File: config.mk
export PLATFORM = sky130hd
export DESIGN_NAME = framebuffer_cmd_sequencer
export DESIGN_NICKNAME = d
export VERILOG_FILES = /design/src/rtl/framebuffer_cmd_sequencer.sv
export SDC_FILE = /design/constraint.sdc
export NUM_CORES = 1
export LEC_CHECK = 0
export ABC_AREA = 1
export CAP_MARGIN = 10
export CORE_MARGIN = 1.5
export CORE_UTILIZATION = 50
export CTS_BUF_LIST = sky130_fd_sc_hd__clkbuf_8
export DETAILED_ROUTE_END_ITERATION = 8
export PLACE_DENSITY = 0.84
export SETUP_SLACK_MARGIN = 0.05
export SLEW_MARGIN = 20
export SYNTH_ARGS = -nofsm -noshare
export SYNTH_HDL_FRONTEND = slang
export SYNTH_SLANG_ARGS = --single-unit
File: constraint.sdc
create_clock -name aclk -period 4.5 [get_ports aclk]
set_input_delay 0.675 -clock aclk [delete_from_list [all_inputs] [get_ports aclk]]
set_output_delay 0.675 -clock aclk [all_outputs]
set_load 0.05 [all_outputs]
File: src/rtl/framebuffer_cmd_sequencer.sv
// Host command sequencer for NUM_FB framebuffers: memsets are broadcast,
// commits are issued one framebuffer at a time (lowest index first) over a shared stream.
module framebuffer_cmd_sequencer #(
  parameter int NUM_FB              = 3,
  parameter int FB_SIZE_IN_PIXEL_LG = 20,
  parameter int SEL_WIDTH           = (NUM_FB > 1) ? $clog2(NUM_FB) : 1
) (
  input  logic                           aclk,
  input  logic                           resetn,
  input  logic                           s_cmd_valid,
  output logic                           s_cmd_ready,
  input  logic                           s_cmd_op,
  input  logic [NUM_FB-1:0]              s_cmd_sel,
  input  logic [FB_SIZE_IN_PIXEL_LG-1:0] s_cmd_size,
  output logic [NUM_FB-1:0]              fbApply,
  input  logic [NUM_FB-1:0]              fbApplied,
  output logic                           fbCmdCommit,
  output logic                           fbCmdMemset,
  output logic [FB_SIZE_IN_PIXEL_LG-1:0] fbCmdSize,
  output logic [SEL_WIDTH-1:0]           streamSel,
  output logic                           busy,
  output logic                           done
);

  typedef enum logic [1:0] {IDLE, ARB, ISSUE, WAIT} state_e;

  state_e                           state_q, state_d;
  logic                             op_q, op_d;
  logic [NUM_FB-1:0]                sel_q, sel_d;
  logic [NUM_FB-1:0]                target_q, target_d;
  logic [NUM_FB-1:0]                seen_q, seen_d;
  logic [FB_SIZE_IN_PIXEL_LG-1:0]   size_q, size_d;
  logic [SEL_WIDTH-1:0]             stream_sel_q, stream_sel_d;
  logic                             busy_q, busy_d;
  logic                             done_q, done_d;
  logic                             cmd_commit_q, cmd_commit_d;
  logic                             cmd_memset_q, cmd_memset_d;
  logic [NUM_FB-1:0]                rem_sel;

  function automatic logic [NUM_FB-1:0] low_onehot(input logic [NUM_FB-1:0] m);
    return m & (~m + NUM_FB'(1));
  endfunction

  function automatic logic [SEL_WIDTH-1:0] low_index(input logic [NUM_FB-1:0] m);
    logic [SEL_WIDTH-1:0] idx;
    idx = '0;
    for (int i = NUM_FB - 1; i >= 0; i--)
      if (m[i]) idx = SEL_WIDTH'(i);
    return idx;
  endfunction

  // done_q blocks acceptance so the completion pulse and a new accept never coincide
  assign s_cmd_ready = (state_q == IDLE) && !done_q;
  assign fbApply     = (state_q == ISSUE) ? target_q : '0;
  assign fbCmdCommit = cmd_commit_q;
  assign fbCmdMemset = cmd_memset_q;
  assign fbCmdSize   = size_q;
  assign streamSel   = stream_sel_q;
  assign busy        = busy_q;
  assign done        = done_q;
  assign rem_sel     = sel_q & ~target_q;

  always_comb begin
    state_d      = state_q;
    op_d         = op_q;
    sel_d        = sel_q;
    target_d     = target_q;
    seen_d       = seen_q;
    size_d       = size_q;
    stream_sel_d = stream_sel_q;
    busy_d       = busy_q;
    done_d       = 1'b0;
    cmd_commit_d = cmd_commit_q;
    cmd_memset_d = cmd_memset_q;
    case (state_q)
      IDLE: begin
        if (s_cmd_valid && s_cmd_ready) begin
          op_d   = s_cmd_op;
          sel_d  = s_cmd_sel;
          size_d = s_cmd_size;
          if (s_cmd_sel == '0) begin
            done_d = 1'b1;
          end else begin
            state_d = ARB;
            busy_d  = 1'b1;
            if (s_cmd_op) begin
              target_d     = low_onehot(s_cmd_sel);
              stream_sel_d = low_index(s_cmd_sel);
            end else begin
              target_d = s_cmd_sel;
            end
          end
        end
      end
      ARB: begin
        if ((target_q & ~fbApplied) == '0) begin
          state_d      = ISSUE;
          cmd_commit_d = op_q;
          cmd_memset_d = !op_q;
        end
      end
      ISSUE: begin
        seen_d  = '0;
        state_d = WAIT;
      end
      WAIT: begin
        seen_d = seen_q | (target_q & ~fbApplied);
        // a target must have been observed busy before its idle counts as completion
        if ((target_q & ~(seen_q & fbApplied)) == '0) begin
          if (op_q && rem_sel != '0) begin
            state_d      = ARB;
            sel_d        = rem_sel;
            target_d     = low_onehot(rem_sel);
            stream_sel_d = low_index(rem_sel);
          end else begin
            state_d      = IDLE;
            sel_d        = rem_sel;
            done_d       = 1'b1;
            busy_d       = 1'b0;
            cmd_commit_d = 1'b0;
            cmd_memset_d = 1'b0;
          end
        end
      end
      default: state_d = IDLE;
    endcase
  end

  always_ff @(posedge aclk or negedge resetn) begin
    if (!resetn) begin
      state_q      <= IDLE;
      op_q         <= 1'b0;
      sel_q        <= '0;
      target_q     <= '0;
      seen_q       <= '0;
      size_q       <= '0;
      stream_sel_q <= '0;
      busy_q       <= 1'b0;
      done_q       <= 1'b0;
      cmd_commit_q <= 1'b0;
      cmd_memset_q <= 1'b0;
    end else begin
      state_q      <= state_d;
      op_q         <= op_d;
      sel_q        <= sel_d;
      target_q     <= target_d;
      seen_q       <= seen_d;
      size_q       <= size_d;
      stream_sel_q <= stream_sel_d;
      busy_q       <= busy_d;
      done_q       <= done_d;
      cmd_commit_q <= cmd_commit_d;
      cmd_memset_q <= cmd_memset_d;
    end
  end

endmodule

After elaboration in Yosys (flattened, before gate mapping)
Index checks and enable logic that the tools add are counted.
{"block": "totals", "ff_bits": 38, "in_bits": 30, "out_inout_bits": 30, "wordCells": 98}
{"block": "op_classes", "addsub": 2, "eq_ne": 10, "muxes": 43, "n_bitwise": 12, "reduce_logical": 20}
{"operator": "2-bit 2-to-1 mux", "count": 15}
{"operator": "3-bit 2-to-1 mux", "count": 8}
{"operator": "3-bit AND", "count": 6}
{"operator": "3-bit one-hot mux with 2 select lines", "count": 3}
{"operator": "3-bit inverter", "count": 5}
{"operator": "2-bit inequality test (second input constant)", "count": 6}
{"operator": "1-bit 2-to-1 mux", "count": 11}
{"operator": "5-bit AND reduction", "count": 2}
{"operator": "3-bit logical NOT", "count": 3}
{"operator": "1-bit one-hot mux with 2 select lines", "count": 4}
{"operator": "2-bit one-hot mux with 4 select lines", "count": 1}
{"operator": "4-bit AND reduction", "count": 2}
{"operator": "3-bit by 1-bit adder with 3-bit output (second input constant)", "count": 2}
{"operator": "6-bit AND reduction", "count": 1}
{"operator": "2-bit nonzero test", "count": 3}
{"operator": "2-bit equality test (second input constant)", "count": 2}
{"operator": "2-bit one-hot mux with 2 select lines", "count": 1}
{"operator": "1-bit logical AND", "count": 3}
{"operator": "3-bit bitwise OR", "count": 1}
{"operator": "3-bit AND reduction", "count": 1}
{"operator": "3-bit nonzero test", "count": 1}
{"operator": "2-bit by 1-bit equality test with 1-bit output (second input constant)", "count": 1}
{"operator": "1-bit logical NOT", "count": 2}
{"operator": "2-bit logical NOT", "count": 1}
{"operator": "other kinds (2)", "count": 2}

Depth between registers and ports, before layout
Gate-level depths: netlist (run 1).
{"block": "depth", "ltp_word": 8, "ltp_mapped": 11}

Worst setup path before layout (run 1)
OpenSTA, ideal clock, no wires.
{"block": "synth_timing", "kind": "flip-flop to output port", "from": "reg state_q[0]", "to": "out s_cmd_ready", "t_arrival_ps": 1484, "required_time_ps": 3825, "setup_slack_ps": 2341, "stages_incl_launch_ff": 6, "path_buffers": 1, "path_cell_list": "dfrtp_1 inv_1 ha_1 buf_6 inv_1 nor2_1"}
{"block": "synth_between", "elab_chain_cells": 2}
{"element": "start, declared", "line_no": "27", "text": "state_e state_q, state_d;"}
{"element": "start signal, assigned", "line_no": "143", "text": "state_q <= state_d;"}
{"element": "2-bit logical NOT", "line_no": "53", "text": "assign s_cmd_ready = (state_q == IDLE) && !done_q;"}
{"element": "1-bit logical AND", "line_no": "53"}
{"element": "end, declared", "line_no": "11", "text": "output logic s_cmd_ready,"}
No other way between the ends.

Worst setup path in the final report (run 1)
Ends and elaborated chain as after synthesis.

==> flow_summary.toml, run 1 <==
[timing]
fin_hold_ws_ns = 0.470
fmax_mhz = 344
grt_setup_unrepaired = "no"
drv_slew = 0
period_needed_ns = 2.91
setup_viol = 0
min_period_over_period = 0.647
worst_slew_pin_slew_ns = 0.814
relSlewSlack = 0.457
final_hold_viol_count = 0
fin_skew_ns = 0.00778
setup_tns_ns = 0

[synth]
synth_edf_count = 0
syn_nets = 248
yosys.area.top_type = "dfrtp_1"
yosysMostFrequentCell = "nand2_1"
synth_cells = 213
synth_seq_cells = 38
yosys-top-cells-count = "53 x nand2_1, 38 x dfrtp_1, 27 x inv_1, 17 x mux2_4, 14 x o21ai_0"
synth_area_leaders = "dfrtp_1 47%, mux2_4 13%, nand2_1 9.9%"
ys_seq_area_frac = 0.472
synth_cell_types = 27
netlist_area_sq_mm = 0.00202
yosysWarnings = 0
synth_area_per_cell_sq_um = 9.46
synthFlopType = "dfrtp_1"
async_flop_share = 1.00
synth_top_area_frac = 0.472

[setup_path]
crit_path_end_kind = "output port"
start_kind = "register"
max_stage_delay_ns = 0.82
path_cells = "inv_1 -> ha_1 -> inv_1 -> nor2_1 -> clkdlybuf4s50_1"
required_ns = 3.83
cp_max_fo = 7
cp.arrival_ns = 2.23
worst-setup-path-type = "register to output port"
slowest_stage = "clkdlybuf4s50_1"
crit_top_cell = "inv_1"

[clock_tree]
cts-hold-fix-buffers = 0
clock_sinks = 38
numCtsBuffers = 5
cts.repair.resized = 0
cts.root.buffer_cell = "clkbuf_8"
post_cts_buffers = 0
clk_pin_slew_ns = 0.08
htree_levels = 2
cts_tree = "built"
clock_path_buffers = 2
clkLatencyLatePin_ns = 0.29

[global_routing]
grt_max_degree = 39
grt_pass1_vias = 1509
track_usage = 0.202
grt_pass1_wl_microns = 6730
gr-total-overflow = 0
antenna_found_initial = 0

[cells_and_area]
final_layout_size_suffix_gt1_frac = 0.145
area_delta_synth_final_pct = 36.7
insertedDiodeCount = 0
nNetsFinal = 309

[place]
gp_congestion = 0.922
port_buffers = 59
dp_hpwl_microns = 3020

[floorplanning]
rows = 22
start_util = 0.535
io_pins = 60
die-area_sq_mm = 0.00442
die_x_microns = 66.5
die_y_microns = 66.5
coreArea_sq_mm = 0.00377

[power_and_ir_drop]
powerDensity_mw_per_mm2 = 886
p_leak_uw = 0.00139
vdd_drop_max_uv = 578

[route]
vias = 1610
drt-initial-drc-count = 139
viasPerCell = 4.98
drc = 0
first_pass_iters = 4
ant_nets = 0
totalWireLength_microns = 4100
routedWlPerCell_microns = 12.7

[outcome]
status = "finished clean"

[job]
max-cap-violations = 0

[min_path]
hp-class = "primary input to asynchronous set/reset pin"
[per-layer routing]
layer / global-route usage / routed length (microns) / vias up
met5: 0 / 0 / -
met4: 0.0791 / 75 / 0
met3: 0.0659 / 319 / 7
met2: 0.310 / 1870 / 62
met1: 0.265 / 1840 / 737
li1: - / - / 804
[stage by stage]
step / std cells / utilization / total power [uW] / setup WS, ns / area (sq um)
6_report: 323 / 0.731 / 2440 / 1.59 / 2760
5_1_grt: 323 / 0.731 / 2590 / 1.46 / 2760
4_1_cts: 323 / 0.731 / 2450 / 1.60 / 2760
3_5_place_dp: 315 / 0.694 / 2090 / 1.94 / 2620
3_3_place_gp: 315 / 0.694 / 2060 / 1.97 / 2620
2_1_floorplan: 213 / - / 1690 / 2.34 / 2020
[path summary, 6_finish.rpt]
path                                 start           to  slack [ns]  depth (start not counted)
worst max-delay path            state_q[0]  s_cmd_ready        1.59                          5
worst min register to register        busy         busy        0.48                          2
max in group asynchronous           resetn         busy        3.51                          1
worst max register to register  state_q[0]  target_q[1]        2.34                          9
worst min-delay path                resetn    seen_q[0]        0.47                          1
min in group aclk                     busy         busy        0.48                          2
[cell families after synthesis]
logic type / count (synthesis) / synth area share
compound gates: 28 / 0.0832
flops: 38 / 0.472
buf+inv: 34 / 0.0757
simple gates: 88 / 0.195
mux: 20 / 0.143
fa+ha+maj: 5 / 0.0310
[state kept, by name, summed over array words and instances, names as in the netlist]
name	flops
fbCmdMemset	1
fbCmdCommit	1
target_q	3
op_q	1
busy	1
done	1
sel_q	3
seen_q	3
state_q	2
streamSel	2
fbCmdSize	20
[area by class of cell]
class,count,area (sq um)
inverters,29,109
multi-input cells,141,912
clock inverters,3,68.8
clock buffers,5,68.8
fillers,286,1020
repair buffers,59,586
flip-flops and latches,38,951
well taps,48,60.1
[worst max-delay path: cells and delay by family (launching register included)]
family / cells / cell delay, ns
buf+inv: 3 / 1.03
simple gates: 1 / 0.10
flops: 1 / 0.43
fa+ha+maj: 1 / 0.38
[layout by cell type, fill, tap and decap left out, types with 3 or more instances in the layout]
master / count
mux2_4: 17
nand3_1: 11
nand2_2: 4
nor2_1: 12
inv_1: 27
mux2_2: 3
clkbuf_8: 5
o21ai_0: 14
ha_1: 5
nand2_1: 53
dfrtp_1: 38
clkdlybuf4s50_1: 58
o21bai_1: 5
[power by group]
group          internal, uW  switching (uW)  total (uW)
sequential              511             107         618
clock                   222             122         344
combinational           551             928        1480
Power figures use the tool's default switching activity.
==> inputs of run 2 (changes only) <==
- CORE_UTILIZATION: 50 -> 44
- PLACE_DENSITY: 0.84 -> 0.78
- clock period: 4.5 -> 2.5 ns (I/O delays scaled with it)
==> run 2 against run 1 <==
Effect of this change: combinational power grew 77%; register-to-register slack worse by 1.7 ns; non-clock buffer count up 1; cell area shrank 1.0%; core utilization is 11 points lower; die area up 13%; first-iteration DRC count down 24%; cell count increased by 1.5%.
==> flow_summary.toml, run 2 (synthesis results as in run 1) <==
[route]
viasPerCell = 4.88
routedWlPerCell_microns = 12.4
totalWireLength_microns = 4080
drc = 0
vias = 1600
ant_nets = 0
first_pass_iters = 4
drt-initial-drc-count = 106

[global_routing]
grt_max_degree = 39
antenna_found_initial = 0
grt_pass1_vias = 1577
gr-total-overflow = 0
track_usage = 0.175
grt_pass1_wl_microns = 7010

[setup_path]
reg2reg_depth = 5
worst-r2r-setup-slack_ns = 0.60
reg2reg_from = "state_q[0]"
start_kind = "register"
worst-setup-path-type = "register to output port"
crit_path_end_kind = "output port"
cp.arrival_ns = 1.63
required_ns = 2.12
cp_max_fo = 7
reg2reg_to = "fbCmdSize[1]"

[place]
placed_cells = 320
dpl_cell_area_sq_mm = 0.00263
gp_congestion = 0.897
port_buffers = 59
dp_hpwl_microns = 3040
dp_slack_ns = 0.427

[floorplanning]
io_pins = 60
rows = 24
die_y_microns = 70.7
die-area_sq_mm = 0.00500
die_x_microns = 70.7
start_util = 0.460
coreArea_sq_mm = 0.00438

[clock_tree]
post_cts_buffers = 0
cts_tree = "built"
clkLatencyLatePin_ns = 0.29
numCtsBuffers = 5
cts-hold-fix-buffers = 0
clock_path_buffers = 2
cts.root.buffer_cell = "clkbuf_8"
clk_pin_slew_ns = 0.08
htree_levels = 2
clock_sinks = 38

[timing]
final_hold_viol_count = 0
drv_slew = 0
setup_tns_ns = 0
min_period_over_period = 0.801
fmax_mhz = 499
setup_slack_ns = 0.498
worst_slew_pin_slew_ns = 0.837
grt_setup_unrepaired = "no"
setup_viol = 0
relSlewSlack = 0.442
fin_skew_ns = 0.00848
period_needed_ns = 2.00

[cells_and_area]
area_delta_synth_final_pct = 35.3
final_common_cell = "clkdlybuf4s50_1"
insertedDiodeCount = 0
final_layout_size_suffix_gt1_frac = 0.149
mostFrequentLayoutCells = "54 x clkdlybuf4s50_1, 53 x nand2_1, 38 x dfrtp_1"
nNetsFinal = 310
largest_reg_flops = 20
final_area_sq_mm = 0.00273
layoutNonFillerInstCount = 328

[min_path]
hp-class = "primary input to asynchronous set/reset pin"

[power_and_ir_drop]
p_leak_uw = 0.00143
total_power_uw = 4170
vdd_drop_max_uv = 925
powerDensity_mw_per_mm2 = 1530

[outcome]
status = "finished clean"

[job]
max-cap-violations = 0
-- run 2: changes by cell type in the layout (fill, tap and decap cells not counted), sizes merged --
cell and delta:
clkbuf +1, dlymetal6s2s +3, bufinv -2, clkdlybuf4s50 -4, inv +1, buf +2
-- run 2: what timing repair did --
item / in CTS / in global routing
resized for setup: 0 / 3
endpoints found under the hold margin: 0 / 0
endpoints found under the setup margin: 0 / 3
-- run 2: worst max-delay path, stage by stage, from the launching register on --
cell	delay (ns)
dfrtp_1	0.43
inv_1	0.14
ha_1	0.40
inv_1	0.08
nor2_1	0.10
buf_4	0.21
-- run 2: per-stage QoR --
stage | hold slack, ns | util
final | 0.179 | 0.622
after detailed placement | 0.465 | 0.599
after global routing | 0.253 | 0.622
after global placement | 0.461 | 0.599
after floorplan | 0.0794 | -
after CTS | 0.199 | 0.620
-- run 2: worst max-delay path by stage --
| stage | start | end | slack [ns] | cells after the start |
|---|---|---|---|---|
| finish | state_q[0] | s_cmd_ready | 0.50 | 5 |
| global route | state_q[0] | s_cmd_ready | 0.36 | 5 |
| CTS | state_q[0] | fbApply[0] | 0.11 | 5 |
| detailed placement | state_q[0] | fbApply[0] | 0.43 | 5 |
| global placement | state_q[0] | fbApply[1] | 0.46 | 5 |
| floorplan | state_q[0] | s_cmd_ready | 0.64 | 5 |
-- run 2: per-layer routing --
| layer | GRT usage | part of all wire |
|---|---|---|
| met5 | 0 | 0 |
| met2 | 0.281 | 0.46 |
| met3 | 0.0684 | 0.087 |
| met4 | 0.0566 | 0.014 |
| met1 | 0.217 | 0.44 |
-- run 2: final cells by class --
cell class	instances	area (sq um)
clock buffer	6	82.6
clock inverter	2	8.76
fill	369	1660
inverter	29	109
multi-input combinational	141	912
sequential	38	951
tap	52	65.1
timing repair buffer	60	598
-- run 2: power by group --
group	total, uW	leakage (uW)	switching [uW]	internal [uW]
clock network	429	0.0000524	211	218
registers	1110	0.000465	194	920
logic	2620	0.000912	1630	989
==> inputs of run 3 (changes only) <==
- CORE_UTILIZATION: 44 -> 49
- PLACE_DENSITY: 0.78 -> 0.83
- clock period: 2.5 -> 1.9 ns (I/O delays scaled with it)
==> run 3 against run 2 <==
Effect of this change: wire length increased by 10%; cell count increased by 0.91%; sequential cell count unchanged; first-iteration DRC count increased by 25%; total power increased by 36%; register-to-register slack got worse by 0.40 ns; critical endpoint unchanged.
==> flow_summary.toml, run 3 (synthesis results as in run 1) <==
[outcome]
status = "finished clean"

[power_and_ir_drop]
clockPowerShare = 0.089
power_frac_comb = 0.652
internal_power_uw = 2910
vdd_drop_max_uv = 1180
power.switching_uw = 2760
p_sw_frac = 0.487
p_leak_uw = 0.00145
powerDensity_mw_per_mm2 = 2000
p_seq_frac = 0.259

[route]
viasPerCell = 5.05
vias = 1670
routedWlPerCell_microns = 13.5
ant_nets = 0
totalWireLength_microns = 4480
drc = 0
first_pass_iters = 4
drt-initial-drc-count = 132

[floorplanning]
io_pins = 60
die_x_microns = 67.1
die-area_sq_mm = 0.00451
rows = 23
start_util = 0.508
coreArea_sq_mm = 0.00397
die_y_microns = 67.1

[clock_tree]
clock_path_buffers = 2
htree_levels = 2
numCtsBuffers = 5
cts.root.buffer_cell = "clkbuf_8"
clock_sinks = 38
clk_pin_slew_ns = 0.07
clkLatencyLatePin_ns = 0.29
cts_tree = "built"

[cells_and_area]
nNetsFinal = 316
utilization = 0.712
mostFrequentLayoutCells = "53 x nand2_1, 53 x clkdlybuf4s50_1, 38 x dfrtp_1"
insertedDiodeCount = 0
final_layout_size_suffix_gt1_frac = 0.185
area_delta_synth_final_pct = 40.3
fillers = 298
multi_input_area_sq_um = 922
seqCellArea_sq_um = 951
largest_reg_flops = 20

[setup_path]
worst-setup-path-type = "register to output port"
cp.arrival_ns = 1.51
start_kind = "register"
crit_path_end_kind = "output port"
cp_max_fo = 6
required_ns = 1.62

[global_routing]
gr-total-overflow = 0
grt_pass1_vias = 1536
track_usage = 0.215
antenna_found_initial = 0
grt_max_degree = 21
grt_pass1_wl_microns = 7200

[timing]
period_needed_ns = 1.79
worst_slew_pin_slew_ns = 0.511
final_hold_viol_count = 0
relSlewSlack = 0.658
fmax_mhz = 557
grt_setup_unrepaired = "yes"
setup_viol = 0
setup_tns_ns = 0
min_period_over_period = 0.944
fin_skew_ns = 0.00806
drv_slew = 0

[min_path]
hp-class = "primary input to asynchronous set/reset pin"

[place]
gp_congestion = 0.931
dp_hpwl_microns = 3400
port_buffers = 59

[job]
max-cap-violations = 0
==> run 3: cell count changes in the layout (fill, tap and decap cells not counted), sizes merged <==
cell           change
clkinv             -1
inv                +1
buf                +8
dlygate4sd3        +1
clkdlybuf4s50      -1
dlymetal6s2s       -2
clkbuf             -1
==> run 3: through the flow <==
step                std cells  area (sq um)  total power [uW]  hold slack [ns]  setup slack, ns
floorplan                 213          2020              4010          -0.0106            0.131
global placement          322          2720              5040            0.260            0.220
detailed placement        322          2720              5110            0.263            0.194
CTS                       331          2820              5690            0.486           0.0735
global route              331          2830              6050            0.515           0.0407
finish                    331          2830              5670            0.471            0.106
==> run 3: power by group through the flow <==
| stage | logic [uW] | registers (uW) | clock network [uW] |
|---|---|---|---|
| 5_1_grt | 3980 | 1510 | 553 |
| 6_report | 3700 | 1470 | 505 |
| 4_1_cts | 3700 | 1470 | 520 |
| 3_5_place_dp | 3630 | 1480 | 0 |
| 3_3_place_gp | 3580 | 1460 | 0 |
| 2_1_floorplan | 1630 | 2380 | 0 |
==> run 3: cell type report <==
cell class                 instances  share of cell area
clock inverter                     2             0.00265
clock buffer                       5              0.0243
multi-input combinational        141               0.326
timing repair buffer              66               0.250
sequential                        38               0.336
inverter                          29              0.0385
tap                               50              0.0221
==> run 3: final timing paths <==
check                      slack (ns)  startpoint  cells after the start             to
max                              0.11  state_q[1]                      6    s_cmd_ready
min                              0.47      resetn                      2    target_q[1]
max reg2reg                      0.20  state_q[0]                      7    target_q[0]
min reg2reg                      0.50    sel_q[0]                      2       sel_q[0]
max in group asynchronous        0.97      resetn                      3  fbCmdSize[11]
min in group aclk                0.50    sel_q[0]                      2       sel_q[0]
==> run 3: critical path, cell delays in order (launching register included) <==
cell	delay, ns
dfrtp_1	0.44
inv_2	0.10
ha_2	0.21
buf_4	0.16
inv_1	0.07
nor2_4	0.10
buf_12	0.14
==> run 3: metal layers <==
metal	GRT usage	wire length, microns	share of wire	vias up
met1	0.306	1960	0.44	776
met3	0.0417	273	0.061	8
li1	-	-	-	824
met4	0.0689	67	0.015	0
met2	0.330	2180	0.49	62
met5	0	0	0	-
==> run 3: repair_timing <==
action | 4_1_cts | 5_1_grt
endpoints found under the setup margin | 1 | 2
buffers inserted | 1 | 0
gates resized for setup | 4 | 3
hold buffers | 1 | 0
pin swaps | 0 | 0
hold endpoints to repair | 18 | 0
